<file path="src/rtl/cpu_pkg.sv">
// Shared CPU datapath definitions used by the multicycle divider and,
// later, by the multiplier unit.
//   DATA_W      : default operand/result width
//   CNT_W       : width of an iteration counter covering DATA_W steps
//   div_state_t : divider control states
package cpu_pkg;

  localparam int DATA_W = 32;
  localparam int CNT_W  = $clog2(DATA_W);

  typedef enum logic [1:0] {
    IDLE = 2'd0,
    RUN  = 2'd1,
    FIX  = 2'd2,
    DONE = 2'd3
  } div_state_t;

endpackage

</file>
<file path="src/rtl/div_unit_if.sv">
// Control-unit <-> divider handshake bundle.
//   div_start          : start request (control unit -> divider)
//   dividend, divisor  : signed operands rs / rt (control unit -> divider)
//   div_hi, div_lo     : remainder / quotient (divider -> HI/LO muxes)
//   div_busy, div_done : status, done is a one-cycle pulse
//   div_zero           : divide-by-zero flag, valid with div_done
interface div_unit_if #(
  parameter int DATA_W = cpu_pkg::DATA_W
);

  logic                     div_start;
  logic signed [DATA_W-1:0] dividend;
  logic signed [DATA_W-1:0] divisor;
  logic        [DATA_W-1:0] div_hi;
  logic        [DATA_W-1:0] div_lo;
  logic                     div_busy;
  logic                     div_done;
  logic                     div_zero;

  modport master (
    output div_start, dividend, divisor,
    input  div_hi, div_lo, div_busy, div_done, div_zero
  );

  modport slave (
    input  div_start, dividend, divisor,
    output div_hi, div_lo, div_busy, div_done, div_zero
  );

endinterface

</file>
<file path="src/rtl/div_step.sv">
// One radix-2 restoring division iteration (purely combinational).
//   rem_i  : partial remainder before the step (always < divisor)
//   quo_i  : quotient/dividend shift register before the step
//   dvsr_i : divisor magnitude
//   rem_o  : partial remainder after the step
//   quo_o  : shift register after the step, new quotient bit in bit 0
module div_step #(
  parameter int DATA_W = cpu_pkg::DATA_W
) (
  input  logic [DATA_W-1:0] rem_i,
  input  logic [DATA_W-1:0] quo_i,
  input  logic [DATA_W-1:0] dvsr_i,
  output logic [DATA_W-1:0] rem_o,
  output logic [DATA_W-1:0] quo_o
);

  logic        [DATA_W:0] shifted;
  logic signed [DATA_W:0] trial;

  // rem < divisor <= 2^(DATA_W-1), so the shifted remainder fits in
  // DATA_W+1 bits and the trial's top bit is a reliable sign.
  always_comb begin
    shifted = {rem_i, quo_i[DATA_W-1]};
    trial   = shifted - {1'b0, dvsr_i};
    if (!trial[DATA_W]) begin
      rem_o = trial[DATA_W-1:0];
    end else begin
      rem_o = shifted[DATA_W-1:0];
    end
    quo_o = {quo_i[DATA_W-2:0], ~trial[DATA_W]};
  end

endmodule

</file>
<file path="src/rtl/div_unit.sv">
// Multicycle signed divider for the MIPS div instruction.
// div_lo = quotient truncated toward zero, div_hi = remainder with the
// dividend's sign. Works on magnitudes with one restoring step per clock,
// then fixes signs in a single FIX cycle.
//   clk   : clock, rising edge
//   reset : asynchronous, active-high
//   bus   : div_unit_if slave (start/operands in, results/status out)
module div_unit #(
  parameter int DATA_W = cpu_pkg::DATA_W
) (
  input  logic       clk,
  input  logic       reset,
  div_unit_if.slave  bus
);

  import cpu_pkg::*;

  localparam int CW = $clog2(DATA_W);

  div_state_t        state_q, state_d;
  logic [DATA_W-1:0] rem_q, rem_d;
  logic [DATA_W-1:0] quo_q, quo_d;
  logic [DATA_W-1:0] dvsr_q, dvsr_d;
  logic [CW-1:0]     cnt_q, cnt_d;
  logic              sa_q, sa_d;
  logic              sb_q, sb_d;
  logic [DATA_W-1:0] hi_q, hi_d;
  logic [DATA_W-1:0] lo_q, lo_d;
  logic              zero_q, zero_d;
  logic              busy_q, busy_d;
  logic              done_q, done_d;

  logic [DATA_W-1:0] step_rem;
  logic [DATA_W-1:0] step_quo;

  // Magnitude in DATA_W unsigned bits; -2^(W-1) maps to 2^(W-1).
  function automatic logic [DATA_W-1:0] mag(input logic signed [DATA_W-1:0] x);
    logic [DATA_W-1:0] r;
    r = x;
    if (x[DATA_W-1]) begin
      r = ~r + 1'b1;
    end
    return r;
  endfunction

  function automatic logic [DATA_W-1:0] neg_if(input logic [DATA_W-1:0] x,
                                               input logic             en);
    return en ? (~x + 1'b1) : x;
  endfunction

  div_step #(.DATA_W(DATA_W)) u_step (
    .rem_i  (rem_q),
    .quo_i  (quo_q),
    .dvsr_i (dvsr_q),
    .rem_o  (step_rem),
    .quo_o  (step_quo)
  );

  always_comb begin
    state_d = state_q;
    rem_d   = rem_q;
    quo_d   = quo_q;
    dvsr_d  = dvsr_q;
    cnt_d   = cnt_q;
    sa_d    = sa_q;
    sb_d    = sb_q;
    hi_d    = hi_q;
    lo_d    = lo_q;
    zero_d  = zero_q;

    unique case (state_q)
      IDLE: begin
        if (bus.div_start) begin
          if (bus.divisor == '0) begin
            // Results are left untouched; only the flag reports the error.
            zero_d  = 1'b1;
            state_d = DONE;
          end else begin
            quo_d   = mag(bus.dividend);
            dvsr_d  = mag(bus.divisor);
            rem_d   = '0;
            sa_d    = bus.dividend[DATA_W-1];
            sb_d    = bus.divisor[DATA_W-1];
            cnt_d   = CW'(DATA_W - 1);
            zero_d  = 1'b0;
            state_d = RUN;
          end
        end
      end
      RUN: begin
        rem_d = step_rem;
        quo_d = step_quo;
        cnt_d = cnt_q - 1'b1;
        if (cnt_q == '0) begin
          state_d = FIX;
        end
      end
      FIX: begin
        lo_d    = neg_if(quo_q, sa_q ^ sb_q);
        hi_d    = neg_if(rem_q, sa_q);
        state_d = DONE;
      end
      DONE: begin
        state_d = IDLE;
      end
      default: begin
        state_d = IDLE;
      end
    endcase

    // Status flags are registered from the next state so they line up
    // with the state they describe.
    busy_d = (state_d != IDLE);
    done_d = (state_d == DONE);
  end

  always_ff @(posedge clk or posedge reset) begin
    if (reset) begin
      state_q <= IDLE;
      rem_q   <= '0;
      quo_q   <= '0;
      dvsr_q  <= '0;
      cnt_q   <= '0;
      sa_q    <= 1'b0;
      sb_q    <= 1'b0;
      hi_q    <= '0;
      lo_q    <= '0;
      zero_q  <= 1'b0;
      busy_q  <= 1'b0;
      done_q  <= 1'b0;
    end else begin
      state_q <= state_d;
      rem_q   <= rem_d;
      quo_q   <= quo_d;
      dvsr_q  <= dvsr_d;
      cnt_q   <= cnt_d;
      sa_q    <= sa_d;
      sb_q    <= sb_d;
      hi_q    <= hi_d;
      lo_q    <= lo_d;
      zero_q  <= zero_d;
      busy_q  <= busy_d;
      done_q  <= done_d;
    end
  end

  assign bus.div_hi   = hi_q;
  assign bus.div_lo   = lo_q;
  assign bus.div_busy = busy_q;
  assign bus.div_done = done_q;
  assign bus.div_zero = zero_q;

endmodule
</file>
<file path="src/flat_wrapper.sv">
// flat-port wrapper written by rule: the top's interface ports become plain ports
module div_unit_flat import cpu_pkg::*;
#(
  parameter int DATA_W = cpu_pkg::DATA_W
)
  (clk, reset, bus_div_start, bus_dividend, bus_divisor, bus_div_hi, bus_div_lo, bus_div_busy, bus_div_done, bus_div_zero);
  div_unit_if #(.DATA_W(DATA_W)) bus_i ();
  input  logic clk;
  input  logic reset;
  input wire logic [$bits(bus_i.div_start)-1:0] bus_div_start;
  input wire logic [$bits(bus_i.dividend)-1:0] bus_dividend;
  input wire logic [$bits(bus_i.divisor)-1:0] bus_divisor;
  output wire logic [$bits(bus_i.div_hi)-1:0] bus_div_hi;
  output wire logic [$bits(bus_i.div_lo)-1:0] bus_div_lo;
  output wire logic [$bits(bus_i.div_busy)-1:0] bus_div_busy;
  output wire logic [$bits(bus_i.div_done)-1:0] bus_div_done;
  output wire logic [$bits(bus_i.div_zero)-1:0] bus_div_zero;
  assign bus_i.div_start = bus_div_start;
  assign bus_i.dividend = bus_dividend;
  assign bus_i.divisor = bus_divisor;
  assign bus_div_hi = bus_i.div_hi;
  assign bus_div_lo = bus_i.div_lo;
  assign bus_div_busy = bus_i.div_busy;
  assign bus_div_done = bus_i.div_done;
  assign bus_div_zero = bus_i.div_zero;
  div_unit #(.DATA_W(DATA_W)) u_core (.clk(clk), .reset(reset), .bus(bus_i));
endmodule
</file>
<file path="config.mk">
export PLATFORM = sky130hd
export DESIGN_NAME = div_unit_flat
export DESIGN_NICKNAME = d
export VERILOG_FILES = /design/src/rtl/cpu_pkg.sv /design/src/rtl/div_unit_if.sv /design/src/rtl/div_step.sv /design/src/rtl/div_unit.sv /design/src/flat_wrapper.sv
export SDC_FILE = /design/constraint.sdc
export NUM_CORES = 1
export LEC_CHECK = 0
export BUFFER_PORTS_ARGS = -buffer_cell sky130_fd_sc_hd__buf_2
export CAP_MARGIN = 20
export CORE_ASPECT_RATIO = 1.25
export CORE_MARGIN = 5
export CORE_UTILIZATION = 38
export DETAILED_ROUTE_END_ITERATION = 16
export GPL_TIMING_DRIVEN = 0
export PLACE_DENSITY = 0.64
export RECOVER_POWER = 100
export SYNTH_ARGS = -nofsm -noshare
export SYNTH_HDL_FRONTEND = slang
export SYNTH_HIERARCHICAL = 1
export SYNTH_SLANG_ARGS = --single-unit
</file>
<file path="constraint.sdc">
create_clock -name clk -period 8.1 [get_ports clk]
set_clock_uncertainty 0.1 [all_clocks]
set_input_delay 0.405 -clock clk [delete_from_list [all_inputs] [get_ports clk]]
set_output_delay 0.405 -clock clk [all_outputs]
set_load 0.005 [all_outputs]
</file>
==> reports/results.tsv <==
stage	metric	value	unit
clock_tree	clk root buf	clkbuf_16	
timing	Slew headroom	-0.863	
timing	Pins Over Slew Limit	175	
setup_path	Req. time, crit path	7.94	ns
clock_tree	cts repair resizes	0	
floorplanning	row cnt	71	
setup_path	crit path kind	in2async	
outcome	failing checks	max-capacitance violations, max-slew violations	
setup_path	crit path buf inv count	4	
drt	wire per inst	17.2	um
clock_tree	H-tree Lvls	4	
setup_path	worst-path cell chain	dlygate4sd3_1 -> clkbuf_1 -> clkinvlp_2 -> clkbuf_2	
clock_tree	clock sink count	172	
logic_synthesis	ys async rst share	1.00	
floorplanning	core area	0.0301	sq mm
clock_tree	CTS buffer count	17	
timing	fin crit share	0.610	
clock_tree	clk buf depth	2	
clock_tree	Clock Pin Slew Worst Setup and Hold Paths	0.07	ns
setup_path	crit path max fanout	112	
setup_path	Max stage delay on crit path	2.11	ns
placed_design	placed insts	1861	
floorplanning	effective utilization at floorplan	0.384	
timing	fmax	202	MHz
layout	final non-filler cell total	1894	
power	Max VDD drop	209	uV
layout	layout cell share with drive strength beyond 1	0.109	
timing	final setup margin	3.16	ns
layout	Fillers	3047	
logic_synthesis	post-synth top area share	0.372	
logic_synthesis	FF+latch count, synth	172	
setup_path	CP delay by family, top	buffers and inverters	
grt	global-route wire length before repair	52700	um
setup_path	Slowest cell on crit path	clkbuf_2	
logic_synthesis	mapped cell area	0.0116	sq mm
timing	post-route minimum period	4.94	ns
layout	synth-to-layout area growth	13.3	%
timing	setup TNS	0	ns
timing	Tightest Pin Transition	2.79	ns
logic_synthesis	top cells by area, synth	dfrtp_1, o21ai_0, xor2_1, nand2_1, xnor2_1	
floorplanning	num ports	134	
drt	vias per cell	5.30	
drt	Detailed Route WL	32500	um
logic_synthesis	Synth top cells by count	nand2_1, dfrtp_1, o21ai_0	
clock_tree	TritonCTS clock tree	yes	
layout	multi-input combinational cell area	0.00640	sq mm
logic_synthesis	Synth Area per Inst	8.72	sq um
clock_tree	postcts setup bufs	0	
setup_path	startpoint type of the worst setup path	input pin	
timing	RSZ-0062 raised after global routing	no	
placed_design	Placer Congestion	0.873	
logic_synthesis	synth warn	6	
grt	vias in the first global route	10049	
grt	GRT Resource Usage Total	0.189	
placed_design	I/O Buffers	133	
placed_design	cell area after placement	0.0128	sq mm
timing	Hold WS	0.165	ns
floorplanning	die area	0.0340	sq mm
timing	final count of hold timing violations	0	
drt	DRC errors left	0	
logic_synthesis	sequential-to-total area share from yosys stat	0.372	
grt	initial antenna violation count	0	
grt	largest net degree at the start of global routing	113	
timing	final setup fails	0	
drt	remaining antenna violation count	0	
logic_synthesis	top_reg_cell synth	dfrtp_1	
drt	DRT iter0 DRCs	605	
outcome	status	finished with violations	
setup_path	Worst Setup End Kind	async pin	
setup_path	Worst EP arrival	4.78	ns
drt	TritonRoute pass-1 iters	5	
power	PwrDens	446	mW/mm^2
logic_synthesis	cell with the most instances after synthesis	nand2_1	
layout	Final Instance Area	0.0131	sq mm
run	max_cap viols	2	
clock_tree	Worst-Skew Late Latency	0.44	ns
logic_synthesis	Synthesized Nets	1431	
logic_synthesis	Yosys cell types	72	
placed_design	pre-CTS WS	4.30	ns
layout	register area	0.00430	sq mm
layout	antenna cells	0	
floorplanning	die height	205	um
layout	nets	1585	
logic_synthesis	Post-synth EDFFs	0	
logic_synthesis	cells after synthesis	1326	
placed_design	DPL Wire Length	25700	um
grt	Overflow after GRT	0	
logic_synthesis	top cell type by total area after synthesis	dfrtp_1	
worst_hold_path	Worst Hold Class	in2reg	
drt	via count	10029	
floorplanning	die width	166	um
power	P_leak	0.00566	uW
==> metrics by stage <==
step | util | power [uW]
floorplan | - | 4420
global route | 0.435 | 6350
CTS | 0.443 | 6070
global placement | 0.423 | 5180
finish | 0.435 | 5840
detailed placement | 0.424 | 5260
==> flip-flops by register name, summed over array words and instances (netlist names) <==
signal / count
u_core/cnt_q: 5
u_core/bus.div_zero: 1
u_core/bus.div_lo: 32
u_core/sa_q: 1
u_core/bus.div_done: 1
u_core/bus.div_hi: 32
u_core/bus.div_busy: 1
u_core/quo_q: 32
u_core/state_q: 2
u_core/sb_q: 1
u_core/dvsr_q: 32
u_core/rem_q: 32
==> per-layer routing <==
metal,global-route usage,wire length [um]
met5,0,0
met4,0.0557,569
met3,0.0371,1310
met2,0.324,15700
met1,0.243,14900
==> final cells by class <==
type                            instances  area share
Buffer                                 99      0.0377
Timing Repair Buffer                  135      0.0470
Clock inverter                         15      0.0105
Tap cell                              401      0.0383
Clock buffer                           17      0.0325
Sequential cell                       172       0.329
Multi-Input combinational cell        998       0.489
Inverter                               57      0.0164
==> tightest hold or removal path: stages <==
cell,delay [ns]
buf_2,0.11
nor2_1,0.04
nand2_1,0.05
o41ai_1,0.05
==> cell usage in the layout (no fill, tap or decap), types with 10 or more instances in the layout <==
| cell | synthesis | final |
|---|---|---|
| mux2i_1 | 16 | 16 |
| xor2_1 | 85 | 85 |
| a21o_1 | 20 | 20 |
| ha_1 | 37 | 37 |
| o31ai_1 | 35 | 36 |
| inv_1 | 55 | 55 |
| dfrtp_1 | 172 | 172 |
| a31oi_1 | 10 | 10 |
| a21oi_1 | 59 | 60 |
| mux2_1 | 2 | 18 |
| nor2_1 | 49 | 51 |
| a22o_1 | 32 | 32 |
| clkbuf_1 | 49 | 114 |
| nand2_1 | 179 | 179 |
| buf_2 | 9 | 84 |
| nor4_1 | 13 | 13 |
| o22ai_1 | 11 | 11 |
| o21ai_0 | 164 | 173 |
| clkbuf_16 | 0 | 17 |
| nand3_1 | 29 | 29 |
| o41ai_1 | 16 | 16 |
| or3_1 | 19 | 19 |
| nor3_1 | 23 | 23 |
| buf_4 | 35 | 31 |
| xnor2_1 | 62 | 62 |
| or4_1 | 16 | 17 |
==> final timing paths <==
kind                       slack, ns  cells after the start               endpoint            startpoint
setup / recovery                3.16                      4      u_core/dvsr_q[10]                 reset
hold / removal                  0.16                      4      u_core/dvsr_q[31]       bus_divisor[30]
setup reg to reg                3.63                     15       u_core/rem_q[24]      u_core/quo_q[31]
hold reg to reg                 0.38                      2   u_core/bus.div_lo[5]  u_core/bus.div_lo[5]
max in group clk                3.63                     15       u_core/rem_q[24]      u_core/quo_q[31]
min in group asynchronous       1.12                      3  u_core/bus.div_hi[12]                 reset
==> timing repair <==
item                                    in CTS  in global routing
hold buffers                                 1                  0
endpoints found under the setup margin       0                  0
hold endpoints to repair                    60                  0
==> power breakdown <==
part / total (uW) / switching (uW) / internal [uW]
Combinational: 3450 / 1830 / 1620
Sequential: 1600 / 416 / 1180
Clock: 796 / 367 / 428
==> cells by family (layout without fill, tap and decap cells) <==
group / count (synthesis) / after routing / synth area share
compound gates: 392 / 392 / 0.210
xor+xnor: 147 / 147 / 0.111
fa+ha+maj: 38 / 38 / 0.0418
buf+inv: 156 / 323 / 0.0651
flops: 172 / 172 / 0.372
mux: 39 / 39 / 0.0424
simple gates: 382 / 382 / 0.157
Note: power is estimated with default switching activity, not from simulation.
